--- src/rtl/seq_divider.sv ---
// Restoring shift-subtract divider, one quotient bit per clock, start/done handshake.
// Define DIV_SIGNED_EN for two's-complement operands; default build is unsigned only.
module seq_divider #(
  parameter int WIDTH = 8
) (
  input  logic             clk,
  input  logic             rst,
  input  logic             start,
  input  logic [WIDTH-1:0] dividend,
  input  logic [WIDTH-1:0] divisor,
  output logic [WIDTH-1:0] quotient,
  output logic [WIDTH-1:0] remainder,
  output logic             busy,
  output logic             done,
  output logic             div_by_zero,
  output logic [1:0]       dbg_state
);

  localparam int CW = $clog2(WIDTH + 1);

  // Handshake: start is a level request sampled in IDLE and held until done is seen;
  // done stays high while start stays high and drops one edge after start is sampled low.
  typedef enum logic [1:0] {
    S_IDLE = 2'd0,
    S_RUN  = 2'd1,
    S_DONE = 2'd2
  } state_t;

  state_t           state_q, state_d;
  logic [CW-1:0]    cnt_q, cnt_d;
  logic [WIDTH-1:0] dvd_q, dvd_d;
  logic [WIDTH-1:0] dvs_q, dvs_d;
  // Before iteration i the partial remainder is below 2^(i-1), so WIDTH-1 bits suffice
  // for what is carried between iterations; the full-width value goes straight to remainder.
  logic [WIDTH-2:0] prem_q, prem_d;
  logic [WIDTH-2:0] quo_q, quo_d;
  logic [WIDTH-1:0] quotient_q, quotient_d;
  logic [WIDTH-1:0] remainder_q, remainder_d;
  logic             dbz_q, dbz_d;
`ifdef DIV_SIGNED_EN
  logic             neg_q_q, neg_q_d;
  logic             neg_r_q, neg_r_d;
`endif

  logic [WIDTH-1:0] shifted;
  logic [WIDTH:0]   trial;
  logic             borrow;
  logic [WIDTH-1:0] next_rem;
  logic [WIDTH-1:0] next_quo;

  always_comb begin
    state_d     = state_q;
    cnt_d       = cnt_q;
    dvd_d       = dvd_q;
    dvs_d       = dvs_q;
    prem_d      = prem_q;
    quo_d       = quo_q;
    quotient_d  = quotient_q;
    remainder_d = remainder_q;
    dbz_d       = dbz_q;
`ifdef DIV_SIGNED_EN
    neg_q_d     = neg_q_q;
    neg_r_d     = neg_r_q;
`endif

    shifted  = {prem_q, dvd_q[WIDTH-1]};
    trial    = {1'b0, shifted} - {1'b0, dvs_q};
    borrow   = trial[WIDTH];
    next_rem = borrow ? shifted : trial[WIDTH-1:0];
    next_quo = {quo_q, ~borrow};

    case (state_q)
      S_IDLE: begin
        if (start) begin
          if (divisor == '0) begin
            state_d     = S_DONE;
            quotient_d  = '1;
            remainder_d = dividend;
            dbz_d       = 1'b1;
          end else begin
            state_d = S_RUN;
            dbz_d   = 1'b0;
            cnt_d   = CW'(WIDTH);
            prem_d  = '0;
            quo_d   = '0;
`ifdef DIV_SIGNED_EN
            dvd_d   = dividend[WIDTH-1] ? (~dividend + WIDTH'(1)) : dividend;
            dvs_d   = divisor[WIDTH-1] ? (~divisor + WIDTH'(1)) : divisor;
            neg_q_d = dividend[WIDTH-1] ^ divisor[WIDTH-1];
            neg_r_d = dividend[WIDTH-1];
`else
            dvd_d   = dividend;
            dvs_d   = divisor;
`endif
          end
        end
      end
      S_RUN: begin
        dvd_d  = dvd_q << 1;
        prem_d = next_rem[WIDTH-2:0];
        quo_d  = next_quo[WIDTH-2:0];
        cnt_d  = cnt_q - CW'(1);
        if (cnt_q == CW'(1)) begin
          state_d = S_DONE;
`ifdef DIV_SIGNED_EN
          quotient_d  = neg_q_q ? (~next_quo + WIDTH'(1)) : next_quo;
          remainder_d = neg_r_q ? (~next_rem + WIDTH'(1)) : next_rem;
`else
          quotient_d  = next_quo;
          remainder_d = next_rem;
`endif
        end
      end
      S_DONE: begin
        if (!start) state_d = S_IDLE;
      end
      default: state_d = S_IDLE;
    endcase
  end

  always_ff @(posedge clk or posedge rst) begin
    if (rst) begin
      state_q     <= S_IDLE;
      cnt_q       <= '0;
      dvd_q       <= '0;
      dvs_q       <= '0;
      prem_q      <= '0;
      quo_q       <= '0;
      quotient_q  <= '0;
      remainder_q <= '0;
      dbz_q       <= 1'b0;
`ifdef DIV_SIGNED_EN
      neg_q_q     <= 1'b0;
      neg_r_q     <= 1'b0;
`endif
    end else begin
      state_q     <= state_d;
      cnt_q       <= cnt_d;
      dvd_q       <= dvd_d;
      dvs_q       <= dvs_d;
      prem_q      <= prem_d;
      quo_q       <= quo_d;
      quotient_q  <= quotient_d;
      remainder_q <= remainder_d;
      dbz_q       <= dbz_d;
`ifdef DIV_SIGNED_EN
      neg_q_q     <= neg_q_d;
      neg_r_q     <= neg_r_d;
`endif
    end
  end

  // Status is decoded from the state register only, so no input reaches an output combinationally.
  assign busy        = (state_q == S_RUN);
  assign done        = (state_q == S_DONE);
  assign div_by_zero = dbz_q;
  assign quotient    = quotient_q;
  assign remainder   = remainder_q;
  assign dbg_state   = state_q;

endmodule

--- config.mk ---
export PLATFORM = sky130hd
export DESIGN_NAME = seq_divider
export DESIGN_NICKNAME = d
export VERILOG_FILES = /design/src/rtl/seq_divider.sv
export SDC_FILE = /design/constraint.sdc
export NUM_CORES = 1
export LEC_CHECK = 0
export CORE_MARGIN = 5
export CORE_UTILIZATION = 50
export DETAILED_ROUTE_END_ITERATION = 8
export PLACE_DENSITY = 0.74
export SLEW_MARGIN = 20
export SYNTH_ARGS = -nofsm -noshare
export SYNTH_HDL_FRONTEND = slang
export SYNTH_SLANG_ARGS = --single-unit
--- constraint.sdc ---
create_clock -name clk -period 5.4 [get_ports clk]
set_input_delay 1.35 -clock clk [delete_from_list [all_inputs] [get_ports clk]]
set_output_delay 1.35 -clock clk [all_outputs]
set_load 0.02 [all_outputs]
# Word-level counts from Yosys, hierarchy flattened
# Index checks and enable logic that the tools add are counted.
[totals] inputBits=19 word_cells=54 register_bits=53 out_inout_bits=21
[classes] bitwise=2 eq_ne=8 reduce_logical=8 n_mux=25 n_addsub=2
[ops] cell="2-to-1 mux 8 bit" n=9
[ops] cell="case mux 8 bit (2 select lines)" n=3
[ops] cell="case mux 7 bit (2 select lines)" n=2
[ops] cell="2-to-1 mux 7 bit" n=2
[ops] cell="AND reduction 3 bit" n=3
[ops] cell="subtractor 8 x 8 -> 9 bit" n=1
[ops] cell="zero test 8 bit" n=1
[ops] cell="2-to-1 mux 2 bit" n=4
[ops] cell="2-to-1 mux 4 bit" n=2
[ops] cell="inequality test 2 bit, second input constant" n=4
[ops] cell="case mux 4 bit (2 select lines)" n=1
[ops] cell="case mux 2 bit (3 select lines)" n=1
[ops] cell="equality test 4 x 1 -> 1 bit, second input constant" n=1
[ops] cell="AND reduction 4 bit" n=1
[ops] cell="subtractor 4 x 1 -> 4 bit, second input constant" n=1
[ops] cell="equality test 2 x 1 -> 1 bit, second input constant" n=1
[ops] cell="equality test 2 bit, second input constant" n=1
[ops] cell="zero test 2 bit" n=1
[ops] cell="inequality test 2 x 1 -> 1 bit, second input constant" n=1
[ops] cell="NOT 1 bit" n=2
[ops] cell="AND reduction 2 bit" n=1
[ops] cell="nonzero test 2 bit" n=1
[ops] cell="2-to-1 mux 1 bit" n=1

# Longest topological paths before layout
# Gate-level depths: netlist of the first run.
[depth] word_depth=4 mapped_depth=9 mapped_depth_nobuf=9

# Least setup slack after synthesis of the first run
# No wires, ideal clock.
[synth_path] path_type="reg-to-output" startpoint="reg state_q[1] (netlist: dbg_state[1])" endpoint="out busy" path_slack_ns=2.717 path_buffers=3 required_ns=4.050 path_stages_with_launch=7 arrival_ns=1.333 path_cell_list="dfrtp_1 -> inv_1 -> nand2_1 -> buf_2 -> inv_1 -> buf_2 -> buf_2"
[synth_via] elab_chain_cells=1
[synth_rtl] element="from (decl)" line="29" text="state_t state_q, state_d;"
[synth_rtl] element="from (signal assigned)" line="137" text="state_q <= state_d;"
[synth_rtl] element="equality test 2 x 1 -> 1 bit" line="154" text="assign busy = (state_q == S_RUN);"
[synth_rtl] element="to (decl)" line="13" text="output logic busy,"
# Every way passes these cells.

# Worst setup path after layout of the first run
# Ends and elaborated chain as after synthesis.

==> results by group, run 1 <==
Worst setup path
  • Critical Path Start Type: flip-flop
  • CP max FO: 20
  • Kind of critical path: reg2out
  • Cell mode on critical path: inv_1
  • WP data required: 4050 ps
  • Worst setup startpoint: dbg_state[1]$_DFFE_PP0P_
  • Cell Chain, Critical Path: inv_1, nand2_1, inv_1, clkdlybuf4s50_1
  • Critical Path End Type: output port
  • Critical Path Max Stage Delay: 730 ps
  • Critical path arrival: 2390 ps
  • Critical-path top delay cell: clkdlybuf4s50_1
  • Worst r2r src: dbg_state[0]$_DFFE_PP0P_

Clock network
  • H-tree depth: 2
  • CTS clock-pin slew for the worst setup and hold paths: 90 ps
  • Post_cts resized: 0
  • Max clock buf depth: 2
  • Post-CTS Setup Inserts: 0
  • CTS tree: done
  • Hold_buf cts: 0
  • CTS Buf Count: 5
  • Clk sinks: 53
  • CTS Root Cell: clkbuf_8
  • Clock Latency Late Sink: around 320 ps

STA
  • Hold Fails Final Rpt: 0
  • Minimum clock period: 3740 ps
  • Max Clock Skew: 10.1 ps
  • Final setup viols: 0
  • FMAX: 267 MHz
  • Worst slew margin: 32.8%
  • RSZ-0062 raised after global routing: no
  • Hold WS: 495 ps
  • Final worst slack: 1660 ps
  • Slew Viols, Final: 0
  • Fin crit share: around 69%
  • Slew @ Worst Pin: between 1000 and 1500 ps
  • Setup_tns: 0 ps

Job
  • Max-Cap Viols: 0

Cells and area
  • Multi-input gate area: 1280 sq um
  • Fin area: 3260 sq um
  • Layout cells sized above 1: 8.21%
  • Ant diodes: 0
  • # nets final: 358
  • FF/Latch Area: 1330 sq um
  • Syn-to-layout area delta: 18.0%
  • Fill cells: 474

Global routing
  • First-pass GRT wire length: 10200 um
  • Initial antenna violation count: 0
  • Largest net degree at the start of global routing: 54
  • Grt ovf: 0
  • Total GRT Usage: between 10% and 20%
  • Vias in the first global route: 2138

Synth
  • Yosys warnings: 0
  • Synth top cells by count: dfrtp_1, nand2_1, nor2_1
  • Cells after Synth: 296
  • Cell with the most instances after synthesis: dfrtp_1
  • Mean Syn Cell Area: 9.34 sq um
  • Number of synthesized flops with an enable pin: 0
  • Post-synth top area share: 48.0%
  • Sequential share of the synthesized area: 48.0%
  • Post-synthesis cell type count: 46
  • Async SR Flop Fraction: 100%
  • Yosys reg bits: 53
  • Post-synth top area cell: dfrtp_1
  • Synthesized cell area: 2770 sq um
  • Prevailing post-synth register cell: dfrtp_1
  • Net count after synthesis: 326
  • Ranking of synthesized cells by area: dfrtp_1, nand2_1, nor2_1

Floorplanning
  • Chip Width: about 84 um
  • Area of the core: 5440 sq um
  • I/O pin count: 40
  • Die Height: 84.4 um
  • Starting density of the core: 50.8%
  • Die area: 7120 sq um
  • Row cnt: 27

Routing
  • Drt first pass iters: 4
  • Via count: 2217
  • Post-route ant nets: 0
  • 1st-iter DRT viols: 160
  • Detailed Route WL: 5900 um
  • DR DRC count: 0
  • Vias per std cell: 5.53
  • Avg WL per Cell: 14.7 um

Power and ir drop
  • Peak supply drop: between 500 and 600 uV
  • Leak Pwr: 1.48 nW
  • Pwr Density: 624 nW/um^2

Place
  • Worst slack at placement: 1410 ps
  • Placement Cell Area: between 3000 and 4000 sq um
  • IO Port Bufs: 39
  • Detailed placement HPWL: 4320 um
  • Placer Congestion: 0.849

Min path
  • Worst hold path type: reg2reg
  • Worst Min Path Start: dvd_q[6]$_DFFE_PP0P_

Outcome
  • Status: completed
-- through the flow --
step	util, %	power [mW]	cells
after floorplan	-	1.49	296
after global placement	58.2	1.78	393
after detailed placement	58.2	1.82	393
after CTS	60.0	2.06	401
after global routing	60.0	2.22	401
final	60.0	2.04	401
-- worst max-delay path, delay by kind of cell, from the launching register on --
kind,cells,cell delay [ps]
buffers and inverters,3,1550
and+or+nand+nor,1,120
DFF,1,410
-- registers in the layout, indices dropped and copies added (netlist names) --
signal	cells
remainder	8
quo_q	7
dbg_state	2
quotient	8
prem_q	7
dvs_q	8
dvd_q	8
cnt_q	4
div_by_zero	1
-- metal layers --
metal	global-route usage [%]	up-vias	share of wire, %
li1	-	1082	-
met4	5.61	0	1.5
met2	29.3	43	50
met3	3.04	7	4.1
met1	24.1	1085	44
met5	0	-	0
-- power breakdown --
part           internal [mW]  leakage [nW]  total, mW  switching [mW]
clock network         0.0938        0.0447      0.232           0.139
registers              0.569         0.654      0.684           0.114
logic                  0.464         0.781       1.12           0.656
-- area by class of cell --
cell class	instances	share of cell area [%]
Inverter	19	2.22
Sequential cell	53	40.6
Clock inverter	3	0.767
Tap cell	72	2.76
Timing Repair Buffer	40	12.2
Multi-Input combinational cell	209	39.3
Clock buffer	5	2.11
-- path summary, 6_finish.rpt --
check / depth (start not counted) / to / slack [ps]
worst max-delay path: 4 / busy / 1660
worst min-delay path: 2 / dvd_q[7]$_DFFE_PP0P_ / 500
worst max register to register: 4 / dvs_q[0]$_DFFE_PP0P_ / 2630
worst min register to register: 2 / dvd_q[7]$_DFFE_PP0P_ / 500
max in group asynchronous: 2 / cnt_q[0]$_DFFE_PP0P_ / 3350
min in group asynchronous: 2 / quotient[6]$_DFFE_PP0P_ / 1510
-- kinds of logic (layout without fill, tap and decap cells) --
group	after synthesis	after routing	synth area share, %
and+or+nand+nor	109	109	17.2
adders and majority gates	11	11	5.25
buffers and inverters	34	67	5.66
DFF	53	53	48.0
muxes	7	7	2.58
xor gates and xnor gates	3	3	0.950
AOI/OAI and AO/OA	79	79	20.5
-- cell usage in the layout (no fill, tap or decap), drive strengths merged, types with 3 or more instances in the layout --
cell type	count
a21o	4
a21oi	18
a222oi	3
a22oi	4
a31oi	4
and2	4
clkbuf	5
clkdlybuf4s50	39
dfrtp	53
ha	10
inv	19
mux2i	6
nand2	47
nand3	6
nor2	42
nor2b	3
nor4	3
o211ai	5
o21ai	24
o221a	8
xor2	3
No activity file was read; power rests on OpenSTA's default activity.
==> run 2: changes to the inputs <==
Settings changed: CORE_UTILIZATION 50 to 49, PLACE_DENSITY 0.74 to 0.76.
Clock period 5.4 ns to 3.3 ns, I/O delays scaled along.
==> results by group, run 2 (synthesis gave the netlist of run 1 again) <==
Worst setup path
  • Critical Path End Type: flip-flop
  • Critical Path Start Type: input pin
  • R2R cell count: 9 (+5)
  • WP data required: 3490 ps (-560 ps)
  • Critical path arrival: 2800 ps (+410 ps)
  • Cell Chain, Critical Path: clkdlybuf4s50_1, nor4_2, nand2_2, and2_0, a222oi_1, inv_1
  • Worst r2r src: dvd_q[7]$_DFFE_PP0P_
  • CP max FO: 16 (-20%)
  • Reg2reg end: remainder[4]$_DFFE_PP0P_
  • Kind of critical path: in2reg
  • Critical-path top delay cell: and2_0
  • Worst setup startpoint: divisor[4]
  • Reg2Reg Setup Slack: 830 ps (-1800 ps)
  • Critical Path Max Stage Delay: 450 ps (-280 ps)

Power and ir drop
  • Internal power: 1.98 mW (+76%)
  • Clock share of power: 13.4% (+2.0 points)
  • NetSw: 1.48 mW (+63%)
  • Total chip power: 3.47 mW (+70%)
  • Sw frac: 42.8% (-1.9 points)
  • Leak Pwr: 1.53 nW (+3.5%)
  • Peak supply drop: 442 uV (-21%)
  • Seq pwr share: 31.8% (-1.8 points)
  • Combinational group share of total power: 54.8% (-0.2 points)
  • Pwr Density: 1040 nW/um^2 (+66%)

Floorplanning
  • Area of the core: 5510 sq um (+1.2%)
  • Starting density of the core: 50.2% (-0.62 points)
  • I/O pin count: 40 (unchanged)
  • Die Height: 85.1 um (+0.89%)
  • Chip Width: 85.1 um (+0.89%)
  • Die area: 7250 sq um (+1.8%)
  • Row cnt: 27 (unchanged)

STA
  • FMAX: around 380 MHz
  • Fin crit share: 79.1%
  • Hold Fails Final Rpt: 0 (unchanged)
  • Minimum clock period: approximately 2600 ps
  • Slew Viols, Final: 0 (unchanged)
  • RSZ-0062 raised after global routing: no
  • Max Clock Skew: 7.61 ps (-2.53 ps)
  • Setup_tns: 0 ps (unchanged)
  • Final setup viols: 0 (unchanged)
  • Worst slew margin: 51.6% (+19 points)
  • Slew @ Worst Pin: 725 ps (-276 ps)
  • Hold WS: 495 ps (+0.398 ps)

Outcome
  • Status: completed

Global routing
  • Largest net degree at the start of global routing: 28 (-48%)
  • Total GRT Usage: 17.9% (+0.11 points)
  • Grt ovf: 0 (unchanged)
  • Vias in the first global route: 2204 (+3.1%)
  • First-pass GRT wire length: 10500 um (+3.1%)
  • Initial antenna violation count: 0 (unchanged)

Clock network
  • CTS tree: done
  • CTS Buf Count: 5 (unchanged)
  • Clk sinks: 53 (unchanged)
  • CTS Root Cell: clkbuf_8
  • H-tree depth: 2 (unchanged)
  • Hold_buf cts: 0 (unchanged)
  • Post-CTS Setup Inserts: 0 (unchanged)
  • CTS clock-pin slew for the worst setup and hold paths: 90 ps (about the same)
  • Clock Latency Late Sink: 310 ps (about the same)
  • Max clock buf depth: 2 (unchanged)
  • Post_cts resized: 0 (unchanged)

Place
  • IO Port Bufs: 39 (unchanged)
  • Placer Congestion: 0.870 (+2.4%)
  • DP Cell Count: 401 (+2.0%)
  • Detailed placement HPWL: 4520 um (+4.7%)

Routing
  • Avg WL per Cell: 14.7 um (-0.16%)
  • Post-route ant nets: 0 (unchanged)
  • Vias per std cell: 5.49 (-0.72%)
  • Via count: 2245 (+1.3%)
  • 1st-iter DRT viols: 171 (+6.9%)
  • Detailed Route WL: 6010 um (+1.8%)
  • DR DRC count: 0 (unchanged)
  • Drt first pass iters: 5 (+1)

Cells and area
  • Layout cells sized above 1: 10.4% (+2.2 points)
  • Ant diodes: 0 (unchanged)
  • Fin util: 60.8% (+0.81 points)
  • Fin cells: 409 (+2.0%)
  • FF/Latch Area: 1330 sq um (unchanged)
  • Multi-input gate area: 1280 sq um (unchanged)
  • Syn-to-layout area delta: 21.1%
  • # nets final: 366 (+2.2%)
  • Fill cells: 477 (+0.63%)
  • Most common cell after layout, fill and taps aside: dfrtp_1
  • Most frequent cells in the layout: dfrtp_1, nand2_1, nor2_1

Job
  • Max-Cap Viols: 0 (unchanged)

Min path
  • Hold path cells: 2 (unchanged)
  • Worst Min Path Start: dvd_q[1]$_DFFE_PP0P_
  • Worst hold path type: reg2reg
  • Hold EP: dvd_q[2]$_DFFE_PP0P_
==> run 2: worst max-delay path by stage <==
stage                                end  slack (ps)
finish              dvd_q[4]$_DFFE_PP0P_         690
global route        dvd_q[4]$_DFFE_PP0P_         540
CTS                 dvd_q[4]$_DFFE_PP0P_         650
detailed placement  dvd_q[4]$_DFFE_PP0P_         320
global placement    dvd_q[7]$_DFFE_PP0P_         410
floorplan                           busy        1140
==> run 2: area by class of cell <==
class | count | share of cell area (%)
clock buffers | 6 | 2.47
flip-flops and latches | 53 | 39.6
clock inverters | 2 | 1.12
inverters | 19 | 2.13
repair buffers | 48 | 13.7
well taps | 72 | 2.69
multi-input cells | 209 | 38.3
==> run 2: worst max-delay path: cells and delay by family <==
kind	cells	cell delay, ps
AND/OR/NAND/NOR	3	1070
buffers and inverters	2	510
AO/OA/AOI/OAI	1	390
==> run 2: power by group through the flow <==
stage	Combinational [mW]	Sequential, mW	Clock (mW)
finish	1.90	1.10	0.465
global route	2.13	1.14	0.501
CTS	1.92	1.10	0.474
floorplan	1.21	1.22	0
detailed placement	1.91	1.12	0
global placement	1.86	1.11	0
==> run 2: stage by stage <==
| step | worst slack, ps | instance area (sq um) |
|---|---|---|
| after floorplan | 1140 | 2770 |
| after global placement | 411 | 3230 |
| after detailed placement | 320 | 3230 |
| after CTS | 652 | 3350 |
| after global routing | 537 | 3350 |
| final | 689 | 3350 |
==> run 2: layer usage <==
metal  global-route usage, %  up-vias  part of all wire, %
met4                    6.47        0                  1.9
met1                    23.8     1094                   45
met5                       0        -                    0
met3                    3.11       10                  4.0
li1                        -     1099                    -
met2                    29.3       42                   49
